<file path="src/rtl/mips_pkg.sv">
// rtl/mips_pkg.sv - shared fetch-stage types and constants
package mips_pkg;

  localparam int          INSTR_W          = 32;
  localparam logic [31:0] PC_INCR          = 32'd4;
  localparam logic [31:0] RESET_PC_DEFAULT = 32'h0000_0000;

  typedef enum logic [1:0] {
    S_IDLE = 2'd0,
    S_REQ  = 2'd1,
    S_WAIT = 2'd2
  } fetch_state_t;

endpackage

</file>
<file path="src/rtl/fetch_unit_if.sv">
// rtl/fetch_unit_if.sv - fetch stage memory, instruction and redirect signals
interface fetch_unit_if;

  logic        imem_req;
  logic [31:0] imem_addr;
  logic        imem_gnt;
  logic        imem_rvalid;
  logic [31:0] imem_rdata;

  logic [31:0] instr;
  logic [31:0] instr_pc;
  logic        instr_valid;
  logic        instr_ready;

  logic        redir_branch;
  logic        redir_jump;
  logic        redir_jr;
  logic [31:0] redir_pc;
  logic [15:0] redir_imm;
  logic [25:0] redir_jaddr;
  logic [31:0] redir_rs_val;

  // fetch unit side
  modport master (
    output imem_req, imem_addr, instr, instr_pc, instr_valid,
    input  imem_gnt, imem_rvalid, imem_rdata, instr_ready,
    input  redir_branch, redir_jump, redir_jr, redir_pc, redir_imm,
    input  redir_jaddr, redir_rs_val
  );

  // memory / datapath side
  modport slave (
    input  imem_req, imem_addr, instr, instr_pc, instr_valid,
    output imem_gnt, imem_rvalid, imem_rdata, instr_ready,
    output redir_branch, redir_jump, redir_jr, redir_pc, redir_imm,
    output redir_jaddr, redir_rs_val
  );

endinterface

</file>
<file path="src/rtl/fetch_fifo.sv">
// rtl/fetch_fifo.sv - small instruction buffer with flush
module fetch_fifo #(
  parameter int DEPTH = 2,
  parameter int WIDTH = 64
) (
  input  logic                   clk,
  input  logic                   rst,
  input  logic                   push,
  input  logic [WIDTH-1:0]       push_data,
  input  logic                   pop,
  input  logic                   flush,
  output logic [WIDTH-1:0]       head,
  output logic [$clog2(DEPTH):0] count
);

  localparam int PTR_W = $clog2(DEPTH);
  localparam int CNT_W = PTR_W + 1;

  logic [WIDTH-1:0] mem [DEPTH];
  logic [PTR_W-1:0] rd_ptr;
  logic [PTR_W-1:0] wr_ptr;
  logic             do_push;
  logic             do_pop;

  // pop only a real entry; push at full is allowed only alongside a pop
  assign do_pop  = pop && (count != '0);
  assign do_push = push && ((count < CNT_W'(DEPTH)) || do_pop);
  assign head    = mem[rd_ptr];

  // pointer and occupancy tracking; flush empties the buffer outright
  always_ff @(posedge clk or negedge rst) begin
    if (!rst) begin
      rd_ptr <= '0;
      wr_ptr <= '0;
      count  <= '0;
    end else if (flush) begin
      rd_ptr <= '0;
      wr_ptr <= '0;
      count  <= '0;
    end else begin
      if (do_push) wr_ptr <= wr_ptr + PTR_W'(1);
      if (do_pop)  rd_ptr <= rd_ptr + PTR_W'(1);
      count <= count + CNT_W'(do_push) - CNT_W'(do_pop);
    end
  end

  // storage write; contents need no reset because count gates visibility
  always_ff @(posedge clk) begin
    if (do_push && !flush) mem[wr_ptr] <= push_data;
  end

endmodule

</file>
<file path="src/rtl/fetch_unit.sv">
// rtl/fetch_unit.sv - PC owner, instruction fetch FSM and redirect handling
module fetch_unit
  import mips_pkg::*;
#(
  parameter logic [31:0] RESET_PC  = RESET_PC_DEFAULT,
  parameter int          BUF_DEPTH = 2
) (
  input logic          clk,
  input logic          rst,
  fetch_unit_if.master bus
);

  localparam int CNT_W   = $clog2(BUF_DEPTH) + 1;
  localparam int ENTRY_W = 2 * INSTR_W;

  fetch_state_t       state_q, state_d;
  logic [31:0]        pc_q, pc_d;
  logic [31:0]        fetch_pc_q, fetch_pc_d;
  logic               discard_q, discard_d;
  logic               any_redir;
  logic [31:0]        seq_pc;
  logic [31:0]        target;
  logic               push;
  logic               pop;
  logic               head_valid;
  logic [ENTRY_W-1:0] head;
  logic [ENTRY_W-1:0] last_head_q;
  logic [CNT_W-1:0]   count;
  logic [CNT_W-1:0]   count_after;

  assign any_redir   = bus.redir_branch | bus.redir_jump | bus.redir_jr;
  assign head_valid  = (count != '0);
  assign pop         = head_valid & bus.instr_ready;
  // occupancy if the returning word is pushed this cycle
  assign count_after = count + CNT_W'(1) - CNT_W'(pop);

  // redirect target, jr beats jump beats branch
  always_comb begin
    seq_pc = bus.redir_pc + PC_INCR;
    if (bus.redir_jr) begin
      target = {bus.redir_rs_val[31:2], 2'b00};
    end else if (bus.redir_jump) begin
      target = {seq_pc[31:28], bus.redir_jaddr, 2'b00};
    end else begin
      target = seq_pc + {{14{bus.redir_imm[15]}}, bus.redir_imm, 2'b00};
    end
  end

  // next-state, PC and discard logic
  always_comb begin
    state_d    = state_q;
    pc_d       = pc_q;
    fetch_pc_d = fetch_pc_q;
    discard_d  = discard_q;
    push       = 1'b0;
    case (state_q)
      S_IDLE: begin
        if (any_redir || (count < CNT_W'(BUF_DEPTH))) state_d = S_REQ;
      end
      S_REQ: begin
        if (bus.imem_gnt) begin
          fetch_pc_d = pc_q;
          pc_d       = pc_q + PC_INCR;
          state_d    = S_WAIT;
          if (any_redir) discard_d = 1'b1;
        end
      end
      S_WAIT: begin
        if (bus.imem_rvalid) begin
          discard_d = 1'b0;
          if (discard_q || any_redir) begin
            state_d = S_REQ;
          end else begin
            push    = 1'b1;
            state_d = (count_after < CNT_W'(BUF_DEPTH)) ? S_REQ : S_IDLE;
          end
        end else if (any_redir) begin
          discard_d = 1'b1;
        end
      end
      default: state_d = S_IDLE;
    endcase
    if (any_redir) pc_d = target;
  end

  // state registers
  always_ff @(posedge clk or negedge rst) begin
    if (!rst) begin
      state_q    <= S_IDLE;
      pc_q       <= RESET_PC;
      fetch_pc_q <= '0;
      discard_q  <= 1'b0;
    end else begin
      state_q    <= state_d;
      pc_q       <= pc_d;
      fetch_pc_q <= fetch_pc_d;
      discard_q  <= discard_d;
    end
  end

  // remember the head so outputs hold steady while the buffer is empty
  always_ff @(posedge clk or negedge rst) begin
    if (!rst) begin
      last_head_q <= '0;
    end else if (head_valid) begin
      last_head_q <= head;
    end
  end

  fetch_fifo #(
    .DEPTH (BUF_DEPTH),
    .WIDTH (ENTRY_W)
  ) u_fifo (
    .clk       (clk),
    .rst       (rst),
    .push      (push),
    .push_data ({fetch_pc_q, bus.imem_rdata}),
    .pop       (pop),
    .flush     (any_redir),
    .head      (head),
    .count     (count)
  );

  assign bus.imem_req    = (state_q == S_REQ);
  assign bus.imem_addr   = pc_q;
  assign bus.instr_valid = head_valid;
  assign bus.instr       = head_valid ? head[INSTR_W-1:0]       : last_head_q[INSTR_W-1:0];
  assign bus.instr_pc    = head_valid ? head[ENTRY_W-1:INSTR_W] : last_head_q[ENTRY_W-1:INSTR_W];

endmodule

</file>
<file path="src/flat_wrapper.sv">
// flat-port wrapper written by rule: the top's interface ports become plain ports
module fetch_unit_flat import mips_pkg::*;
#(
  parameter logic [31:0] RESET_PC  = RESET_PC_DEFAULT,
  parameter int          BUF_DEPTH = 2
)
  (clk, rst, bus_imem_req, bus_imem_addr, bus_instr, bus_instr_pc, bus_instr_valid, bus_imem_gnt, bus_imem_rvalid, bus_imem_rdata, bus_instr_ready, bus_redir_branch, bus_redir_jump, bus_redir_jr, bus_redir_pc, bus_redir_imm, bus_redir_jaddr, bus_redir_rs_val);
  fetch_unit_if bus_i ();
  input logic clk;
  input logic rst;
  output wire logic [$bits(bus_i.imem_req)-1:0] bus_imem_req;
  output wire logic [$bits(bus_i.imem_addr)-1:0] bus_imem_addr;
  output wire logic [$bits(bus_i.instr)-1:0] bus_instr;
  output wire logic [$bits(bus_i.instr_pc)-1:0] bus_instr_pc;
  output wire logic [$bits(bus_i.instr_valid)-1:0] bus_instr_valid;
  input wire logic [$bits(bus_i.imem_gnt)-1:0] bus_imem_gnt;
  input wire logic [$bits(bus_i.imem_rvalid)-1:0] bus_imem_rvalid;
  input wire logic [$bits(bus_i.imem_rdata)-1:0] bus_imem_rdata;
  input wire logic [$bits(bus_i.instr_ready)-1:0] bus_instr_ready;
  input wire logic [$bits(bus_i.redir_branch)-1:0] bus_redir_branch;
  input wire logic [$bits(bus_i.redir_jump)-1:0] bus_redir_jump;
  input wire logic [$bits(bus_i.redir_jr)-1:0] bus_redir_jr;
  input wire logic [$bits(bus_i.redir_pc)-1:0] bus_redir_pc;
  input wire logic [$bits(bus_i.redir_imm)-1:0] bus_redir_imm;
  input wire logic [$bits(bus_i.redir_jaddr)-1:0] bus_redir_jaddr;
  input wire logic [$bits(bus_i.redir_rs_val)-1:0] bus_redir_rs_val;
  assign bus_imem_req = bus_i.imem_req;
  assign bus_imem_addr = bus_i.imem_addr;
  assign bus_instr = bus_i.instr;
  assign bus_instr_pc = bus_i.instr_pc;
  assign bus_instr_valid = bus_i.instr_valid;
  assign bus_i.imem_gnt = bus_imem_gnt;
  assign bus_i.imem_rvalid = bus_imem_rvalid;
  assign bus_i.imem_rdata = bus_imem_rdata;
  assign bus_i.instr_ready = bus_instr_ready;
  assign bus_i.redir_branch = bus_redir_branch;
  assign bus_i.redir_jump = bus_redir_jump;
  assign bus_i.redir_jr = bus_redir_jr;
  assign bus_i.redir_pc = bus_redir_pc;
  assign bus_i.redir_imm = bus_redir_imm;
  assign bus_i.redir_jaddr = bus_redir_jaddr;
  assign bus_i.redir_rs_val = bus_redir_rs_val;
  fetch_unit #(.RESET_PC(RESET_PC), .BUF_DEPTH(BUF_DEPTH)) u_core (.clk(clk), .rst(rst), .bus(bus_i));
endmodule
</file>
<file path="config.mk">
export PLATFORM = sky130hd
export DESIGN_NAME = fetch_unit_flat
export DESIGN_NICKNAME = d
export VERILOG_FILES = /design/src/rtl/mips_pkg.sv /design/src/rtl/fetch_unit_if.sv /design/src/rtl/fetch_fifo.sv /design/src/rtl/fetch_unit.sv /design/src/flat_wrapper.sv
export SDC_FILE = /design/constraint.sdc
export NUM_CORES = 1
export LEC_CHECK = 0
export ABC_AREA = 1
export CORE_ASPECT_RATIO = 1.75
export CORE_MARGIN = 3
export CORE_UTILIZATION = 48
export CTS_CLUSTER_DIAMETER = 30
export DETAILED_ROUTE_END_ITERATION = 8
export GPL_ROUTABILITY_DRIVEN = 0
export HOLD_SLACK_MARGIN = 0.02
export PLACE_DENSITY = 0.77
export SYNTH_ARGS = -nofsm -noshare
export SYNTH_HDL_FRONTEND = slang
export SYNTH_SLANG_ARGS = --single-unit
</file>
<file path="constraint.sdc">
create_clock -name clk -period 3.8 [get_ports clk]
set_clock_uncertainty 0.1 [all_clocks]
set_input_delay 0.57 -clock clk [delete_from_list [all_inputs] [get_ports clk]]
set_output_delay 0.57 -clock clk [all_outputs]
set_load 0.02 [all_outputs]
</file>
==> flow_summary.rst, run 1 <==
.. list-table::
   :header-rows: 1

   * - Metric
     - Value
   * - Via total after detailed routing
     - 12284
   * - Fraction of registers with async set/reset
     - 0.513
   * - Hold Vio Cnt, Final
     - 0
   * - Sink count of the clock tree
     - 263
   * - Count of max-cap constraint violations
     - 0
   * - Post-synth EDFFs
     - 128
   * - Cell count after synthesis
     - 1581
   * - Outcome
     - finished, final reports clean
   * - Multi-input combinational cell area
     - 5640 sq um
   * - CTS tree
     - done
   * - Average size of a mapped cell
     - 8.59 sq um
   * - # IOs
     - 244
   * - Clock Latency Late Sink
     - 540 ps
   * - Worst relative slew slack
     - 0.477
   * - Synth area leader
     - sky130_fd_sc_hd__edfxtp_1
   * - Post-synthesis sequential area ratio
     - 0.532
   * - Number of setup violations in the final report
     - 0
   * - Arrival time at the worst endpoint
     - 3980 ps
   * - CP startpoint kind
     - input pin
   * - Number of buffers on the longest clock path
     - 3
   * - Half-perimeter wire length after detailed placement
     - 29.6 mm
   * - Total routing resource utilization after global routing
     - 0.256
   * - Net count of the mapped netlist
     - 1766
   * - DR WL/cell
     - 17.4 um
   * - Cell types with the largest area share after synthesis
     - sky130_fd_sc_hd__edfxtp_1 (28%), sky130_fd_sc_hd__dfrtp_1 (25%), sky130_fd_sc_hd__nand2_1 (11%)
   * - Portion of the clock cycle consumed by the worst path in the final layout
     - 0.953
   * - Area grow syn2layout
     - 32.4%
   * - Floorplan die width
     - 133 um
   * - Fraction of synthesized cell area taken by the top area cell type
     - 0.283
   * - Slew at the pin closest to its max-slew limit
     - 784 ps
   * - Setup TNS
     - 0 ps
   * - Port Buffers
     - 241
   * - FF+latch area
     - 7220 sq um
   * - Number of search-and-repair iterations in the first detailed-routing pass
     - 6
   * - Via count of the first global-routing pass
     - 12403
   * - Final Power
     - 8290 uW
   * - Leakage power summed over all cells
     - 0.00809 uW
   * - Required time reported for the critical path endpoint
     - 4160 ps
   * - Layout Nets
     - 2084
   * - Worst-case setup slack after placement
     - -309 ps
   * - Number of distinct library cell variants in the gate-level netlist after synthesis
     - 46
   * - Number of max-slew violations in the final report
     - 0
   * - Power density relative to cell area
     - 461 nW/um^2
   * - Number of DRC violations after detailed-routing iteration 0
     - 782
   * - Antenna violations before repair
     - 0
   * - Maximum VDD drop
     - 0.000354 V
   * - Clk pin slew, worst setup/hold paths
     - 70 ps
   * - Number of remaining DRC errors
     - 0
   * - DR vias/cell
     - 5.37
   * - Worst-case setup margin in the final layout
     - 180 ps
   * - Die ar.
     - 30400 sq um
   * - Aggregate global routing overflow
     - 0
   * - Antenna diode count
     - 0
   * - Mapped cell area
     - 13600 sq um
   * - Main synth FF type
     - sky130_fd_sc_hd__dfrtp_1
   * - Fraction of final layout cells with drive strength greater than 1
     - 0.103
   * - Initial standard-cell utilization of the core
     - 0.493
   * - Deepest level of the CTS H-tree
     - 1
   * - Maximum number of pins on one net before global-route repair
     - 67
   * - Inserted Clock Buffers
     - 27
   * - Vertical die dimension
     - 229 um
   * - RSZ-0062 raised after global routing
     - no
   * - Class of the tightest hold or removal check
     - register to register
   * - Clock Tree Root
     - sky130_fd_sc_hd__clkbuf_16
   * - Total core area
     - 27500 sq um
   * - Category of the most critical setup path
     - input pin to register
   * - Biggest fanout along the worst timing path
     - 4
   * - Most frequent cell after synthesis
     - sky130_fd_sc_hd__nand2_1
   * - Fill cell total of the finished layout
     - 2182
   * - Wire length of the first global-routing pass
     - 62.9 mm
   * - Std-Cell Rows
     - 80
   * - Maximum frequency from static timing analysis
     - 0.276 GHz
   * - Leading cell types by count after synthesis
     - sky130_fd_sc_hd__nand2_1 (391), sky130_fd_sc_hd__a21oi_1 (210), sky130_fd_sc_hd__nor2_1 (178)
   * - Count of warnings emitted by yosys
     - 0
   * - Final worst path period need
     - 3620 ps
   * - #FFs+latches synth
     - 263
   * - Sort of element at the end of the critical path
     - register
   * - Remaining antenna violation count
     - 0
   * - Sum of routed wire length over all layers
     - 39.9 mm
-- sequential cells by signal, indices dropped and copies added, names as in the netlist --
register	flops
u_core.discard_q	1
u_core.u_fifo.count	2
u_core.last_head_q	64
u_core.fetch_pc_q	32
u_core.u_fifo.mem	128
u_core.u_fifo.wr_ptr	1
u_core.state_q	2
u_core.u_fifo.rd_ptr	1
u_core.bus.imem_addr	32
-- cells by family after synthesis --
kind of cell,count (synthesis),share of synthesized area
xor gates and xnor gates,44,0.0284
buffers and inverters,196,0.0553
AOI/OAI and AO/OA,326,0.127
and+or+nand+nor,713,0.221
DFF,263,0.532
adders and majority gates,39,0.0365
-- report_power, final --
part           leakage [uW]  internal, uW  switching (uW)
sequential          0.00287          3410             250
clock              0.000452          1510            1190
combinational       0.00476           830            1110
total               0.00809          5740            2550
-- per-stage QoR --
| step | area, sq um | instances | util | hold WS, ps |
|---|---|---|---|---|
| floorplan | 13600 | 1581 | - | 174 |
| detailed placement | 17000 | 2237 | 0.619 | 357 |
| CTS | 18000 | 2288 | 0.653 | 370 |
| finish | 18000 | 2289 | 0.654 | 372 |
| global route | 18000 | 2289 | 0.654 | 382 |
| global placement | 17000 | 2237 | 0.619 | 349 |
-- layout make-up --
| cell class | instances | area share |
|---|---|---|
| inverters | 142 | 0.0297 |
| multi-input cells | 1122 | 0.314 |
| repair buffers | 343 | 0.178 |
| clock buffers | 29 | 0.0380 |
| clock inverters | 21 | 0.0137 |
| well taps | 369 | 0.0257 |
| flip-flops and latches | 263 | 0.401 |
-- layer usage --
metal  vias up  track usage  wire, um
met5         -            0         0
met4         0        0.133      2160
met3       126       0.0383      2420
met2       506        0.478     21300
met1      5737        0.275     14100
li1       5915            -         -
-- worst max-delay path, stage by stage --
cell and delay [ps]:
sky130_fd_sc_hd__clkdlybuf4s50_1 570, sky130_fd_sc_hd__nand2_1 120, sky130_fd_sc_hd__nor2_4 120, sky130_fd_sc_hd__nand2_2 70, sky130_fd_sc_hd__nor3b_4 180, sky130_fd_sc_hd__buf_4 180
sky130_fd_sc_hd__nand2_1 100, sky130_fd_sc_hd__nor2_1 160, sky130_fd_sc_hd__xnor2_1 130, sky130_fd_sc_hd__inv_1 70, sky130_fd_sc_hd__ha_1 370, sky130_fd_sc_hd__nand2_1 140
sky130_fd_sc_hd__nor3_1 400, sky130_fd_sc_hd__nand3_1 230, sky130_fd_sc_hd__a31o_2 280, sky130_fd_sc_hd__nand3_1 100, sky130_fd_sc_hd__nand2_1 70, sky130_fd_sc_hd__a21oi_1 120
-- layout by cell type, fill, tap and decap left out, types with 3 or more instances in the layout --
master                            Yosys  layout
sky130_fd_sc_hd__clkinv_8             0       3
sky130_fd_sc_hd__o21ai_1              3       3
sky130_fd_sc_hd__buf_4                1      99
sky130_fd_sc_hd__nor3_1              22      22
sky130_fd_sc_hd__nor2_1             178     175
sky130_fd_sc_hd__nand3_1             71      71
sky130_fd_sc_hd__a31oi_1              5       5
sky130_fd_sc_hd__clkinv_1             1       3
sky130_fd_sc_hd__dfrtp_1            135     134
sky130_fd_sc_hd__o21ai_0             76      76
sky130_fd_sc_hd__nand2_2              9      10
sky130_fd_sc_hd__a22oi_1              6       6
sky130_fd_sc_hd__xor2_1              25      24
sky130_fd_sc_hd__edfxtp_1           128     128
sky130_fd_sc_hd__inv_6                0       4
sky130_fd_sc_hd__o211ai_1             7       7
sky130_fd_sc_hd__nand4_1             12      12
sky130_fd_sc_hd__inv_8                0       5
sky130_fd_sc_hd__inv_2                6       7
sky130_fd_sc_hd__xnor2_1             19      19
sky130_fd_sc_hd__o21bai_1             4       4
sky130_fd_sc_hd__a21oi_1            210     210
sky130_fd_sc_hd__a21o_1               5       5
sky130_fd_sc_hd__clkbuf_16            0      27
sky130_fd_sc_hd__nor2_4               7      10
sky130_fd_sc_hd__or2_2                3       3
sky130_fd_sc_hd__ha_1                38      38
sky130_fd_sc_hd__nand2_1            391     390
sky130_fd_sc_hd__clkinv_4             0       3
sky130_fd_sc_hd__clkdlybuf4s50_1      0     240
sky130_fd_sc_hd__nor2_2               6       6
sky130_fd_sc_hd__inv_1              134     133
sky130_fd_sc_hd__nor4_1               5       5
-- worst paths after layout --
path | start | end | slack (ps) | cells after the start
setup / recovery | bus_redir_pc[7] | u_core.bus.imem_addr[25] | 180 | 18
hold / removal | u_core.fetch_pc_q[30] | u_core.u_fifo.mem[1][62] | 370 | 0
setup reg to reg | u_core.u_fifo.count[1] | u_core.u_fifo.count[1] | 1520 | 9
hold reg to reg | u_core.fetch_pc_q[30] | u_core.u_fifo.mem[1][62] | 370 | 0
max in group asynchronous | rst | u_core.bus.imem_addr[2] | 2260 | 3
min in group asynchronous | rst | u_core.last_head_q[26] | 480 | 2
-- timing repair --
action                                  CTS  global route
endpoints found under the hold margin    60             0
setup buffers                             0             1
hold buffers                              1             0
gates resized for setup                   0             2
endpoints found under the setup margin    0             5
No activity file was read; power rests on OpenSTA's default activity.
==> inputs of run 2 (changes only) <==
--- a/config.mk
+++ b/config.mk
@@ -17,3 +17,4 @@
 export SYNTH_ARGS = -nofsm -noshare
 export SYNTH_HDL_FRONTEND = slang
 export SYNTH_SLANG_ARGS = --single-unit
+export TNS_END_PERCENT = 30
==> run 2 against run 1 <==
Effect of this change:
- first-iteration DRC count decreased by 1.2%
- sequential power about the same
- setup slack got worse by 59 ps
- fmax shrank 1.6%
- critical path type unchanged
- critical endpoint unchanged
- highest routed layer unchanged
==> flow_summary.rst, run 2 (synthesized netlist as in run 1, its figures left out) <==
.. list-table::
   :header-rows: 1

   * - Metric
     - Value
   * - Outcome
     - finished, final reports clean (unchanged)
   * - Maximum VDD drop
     - 0.000354 V (about the same)
   * - RSZ-0062 raised after global routing
     - yes (was no)
   * - Class of the tightest hold or removal check
     - register to register (unchanged)
   * - CTS tree
     - done (unchanged)
   * - Via count of the first global-routing pass
     - 12403 (unchanged)
   * - # IOs
     - 244 (unchanged)
   * - Clock Tree Root
     - sky130_fd_sc_hd__clkbuf_16 (unchanged)
   * - Post-layout utilization of the core
     - 0.653 (was 0.654)
   * - Most common cell after layout, fill and taps aside
     - sky130_fd_sc_hd__nand2_1 (unchanged)
   * - Maximum frequency from static timing analysis
     - 0.272 GHz (was 0.276 GHz)
   * - Number of max-slew violations in the final report
     - 0 (unchanged)
   * - Arrival time at the worst endpoint
     - 4030 ps (was 3980 ps)
   * - Total core area
     - 27500 sq um (unchanged)
   * - Vertical die dimension
     - 229 um (unchanged)
   * - Port Buffers
     - 241 (unchanged)
   * - Half-perimeter wire length after detailed placement
     - 29.6 mm (unchanged)
   * - Slowest library cell on the worst path
     - sky130_fd_sc_hd__clkdlybuf4s50_1 (unchanged)
   * - Area grow syn2layout
     - 32.4% (about the same)
   * - Worst-case setup slack after placement
     - -309 ps (unchanged)
   * - Antenna violations before repair
     - 0 (unchanged)
   * - Power density relative to cell area
     - 461 nW/um^2 (about the same)
   * - Worst relative slew slack
     - 0.476 (was 0.477)
   * - Max reg flops
     - 128 (unchanged)
   * - Post-CTS Repair Setup Buffers
     - 0 (unchanged)
   * - Final worst path period need
     - 3680 ps (was 3620 ps)
   * - Die ar.
     - 30400 sq um (unchanged)
   * - Clk pin slew, worst setup/hold paths
     - 70 ps (about the same)
   * - Sum of routed wire length over all layers
     - 39.9 mm (about the same)
   * - Aggregate global routing overflow
     - 0 (unchanged)
   * - Antenna diode count
     - 0 (unchanged)
   * - Remaining antenna violation count
     - 0 (unchanged)
   * - Initial standard-cell utilization of the core
     - 0.493 (unchanged)
   * - Leakage power summed over all cells
     - 0.00808 uW (was 0.00809 uW)
   * - Fraction of final layout cells with drive strength greater than 1
     - 0.102 (was 0.103)
   * - Count of max-cap constraint violations
     - 0 (unchanged)
   * - Slew at the pin closest to its max-slew limit
     - 786 ps (was 784 ps)
   * - Ordered list of cells on the worst path
     - clkdlybuf4s50_1 -> nand2_1 -> nor2_4 -> nand2_2 -> nor3b_4 -> nand2_1 -> nor2_1 -> xnor2_1 -> inv_1 -> ha_1 -> nand2_1 -> nor3_1 -> nand3_1 -> a31o_2 -> nand3_1 -> nand2_1 -> a21oi_1 (was clkdlybuf4s50_1 -> nand2_1 -> nor2_4 -> nand2_2 -> nor3b_4 -> buf_4 -> nand2_1 -> nor2_1 -> xnor2_1 -> inv_1 -> ha_1 -> nand2_1 -> nor3_1 -> nand3_1 -> a31o_2 -> nand3_1 -> nand2_1 -> a21oi_1)
   * - Std-Cell Rows
     - 80 (unchanged)
   * - Sort of element at the end of the critical path
     - register (unchanged)
   * - Biggest fanout along the worst timing path
     - 4 (unchanged)
   * - Maximum number of pins on one net before global-route repair
     - 67 (unchanged)
   * - Highest-count cells in the layout ignoring fill and taps
     - sky130_fd_sc_hd__nand2_1 (390), sky130_fd_sc_hd__clkdlybuf4s50_1 (240), sky130_fd_sc_hd__a21oi_1 (210), sky130_fd_sc_hd__nor2_1 (175), sky130_fd_sc_hd__dfrtp_1 (134) (unchanged)
   * - Leading registers by flop count
     - u_core.u_fifo.mem x128, u_core.last_head_q x64 (unchanged)
   * - Layout Nets
     - 2083 (was 2084)
   * - Total routing resource utilization after global routing
     - 0.256 (unchanged)
   * - Floorplan die width
     - 133 um (unchanged)
   * - Cell seen most often among critical-path stages
     - sky130_fd_sc_hd__nand2_1 (unchanged)
   * - Hold Vio Cnt, Final
     - 0 (unchanged)
   * - DR WL/cell
     - 17.5 um (was 17.4 um)
   * - Wire length of the first global-routing pass
     - 62.9 mm (unchanged)
   * - Highest cell delay on the worst timing path
     - 570 ps (about the same)
   * - Fill cell total of the finished layout
     - 2184 (was 2182)
   * - Portion of the clock cycle consumed by the worst path in the final layout
     - 0.968 (was 0.953)
   * - Required time reported for the critical path endpoint
     - 4150 ps (was 4160 ps)
   * - Length in cells of the worst reg-to-reg path
     - 9 (unchanged)
   * - Deepest level of the CTS H-tree
     - 1 (unchanged)
   * - Number of remaining DRC errors
     - 0 (unchanged)
   * - Number of setup violations in the final report
     - 0 (unchanged)
   * - Worst-case setup margin in the final layout
     - 121 ps (was 180 ps)
   * - Number of buffers on the longest clock path
     - 3 (unchanged)
   * - Register bank with the most flops
     - u_core.u_fifo.mem (unchanged)
   * - Via total after detailed routing
     - 12296 (was 12284)
   * - CP startpoint kind
     - input pin (unchanged)
   * - Clock Latency Late Sink
     - 540 ps (about the same)
   * - Number of search-and-repair iterations in the first detailed-routing pass
     - 5 (was 6)
   * - Inserted Clock Buffers
     - 27 (unchanged)
   * - Category of the most critical setup path
     - input pin to register (unchanged)
   * - DR vias/cell
     - 5.37 (about the same)
   * - Sink count of the clock tree
     - 263 (unchanged)
   * - Hold Path Stages
     - 0 (unchanged)
   * - Number of DRC violations after detailed-routing iteration 0
     - 773 (was 782)
## run 2: layout make-up
| type | count | area (sq um) | area share |
|---|---|---|---|
| flip-flops and latches | 263 | 7220 | 0.402 |
| multi-input cells | 1122 | 5640 | 0.314 |
| repair buffers | 342 | 3190 | 0.177 |
| clock buffers | 29 | 683 | 0.0380 |
| inverters | 142 | 534 | 0.0297 |
| well taps | 369 | 462 | 0.0257 |
| clock inverters | 21 | 246 | 0.0137 |
## run 2: worst paths after layout
kind                                        start                  endpoint  slack, ps
min in group asynchronous                     rst    u_core.last_head_q[26]        480
max in group asynchronous                     rst      u_core.fetch_pc_q[3]       2270
setup reg to reg           u_core.u_fifo.count[1]    u_core.u_fifo.count[1]       1520
setup / recovery                  bus_redir_pc[7]  u_core.bus.imem_addr[25]        120
hold / removal              u_core.fetch_pc_q[30]  u_core.u_fifo.mem[1][62]        370
hold reg to reg             u_core.fetch_pc_q[30]  u_core.u_fifo.mem[1][62]        370
## run 2: repair_timing
item / 4_1_cts / 5_1_grt
hold buffers: 1 / 0
gates resized for setup: 0 / 2
setup endpoints to repair: 0 / 5
hold endpoints to repair: 60 / 0
## run 2: critical path, delay by kind of cell
kind / cells / cell delay, ps
AND/OR/NAND/NOR: 11 / 1940
buffers and inverters: 2 / 640
AO/OA/AOI/OAI: 2 / 400
XOR/XNOR: 1 / 130
adder cells (fa/ha/maj): 1 / 370
## run 2: metal layers
layer,track usage,share of wire,up-vias
met3,0.0383,0.064,133
met1,0.275,0.35,5737
met4,0.133,0.054,0
met5,0,0,-
li1,-,-,5908
met2,0.478,0.53,518
## run 2: per-stage QoR
step	TNS (ps)	hold slack [ps]	total power [uW]	cells	cell area, sq um
after floorplan	-103350	174	4680	1581	13600
after global placement	-1640	349	5570	2237	17000
after detailed placement	-3190	357	5640	2237	17000
after CTS	0	370	8340	2288	18000
after global routing	-4.04	382	8690	2288	18000
final	0	372	8290	2288	18000
## run 2: power by group
part           leakage [uW]  switching [uW]  internal [uW]
logic               0.00476            1110            830
registers           0.00287             249           3410
clock network      0.000452            1190           1510
total               0.00808            2550           5740
==> inputs of run 3 (changes only) <==
--- a/config.mk
+++ b/config.mk
@@ -6,6 +6,7 @@
 export NUM_CORES = 1
 export LEC_CHECK = 0
 export ABC_AREA = 1
+export ABC_CLOCK_PERIOD_IN_PS = 3800
 export CORE_ASPECT_RATIO = 1.75
 export CORE_MARGIN = 3
 export CORE_UTILIZATION = 48
==> results of run 3 <==
Same layout as run 2: the final DEF is identical, and so are final timing and power.
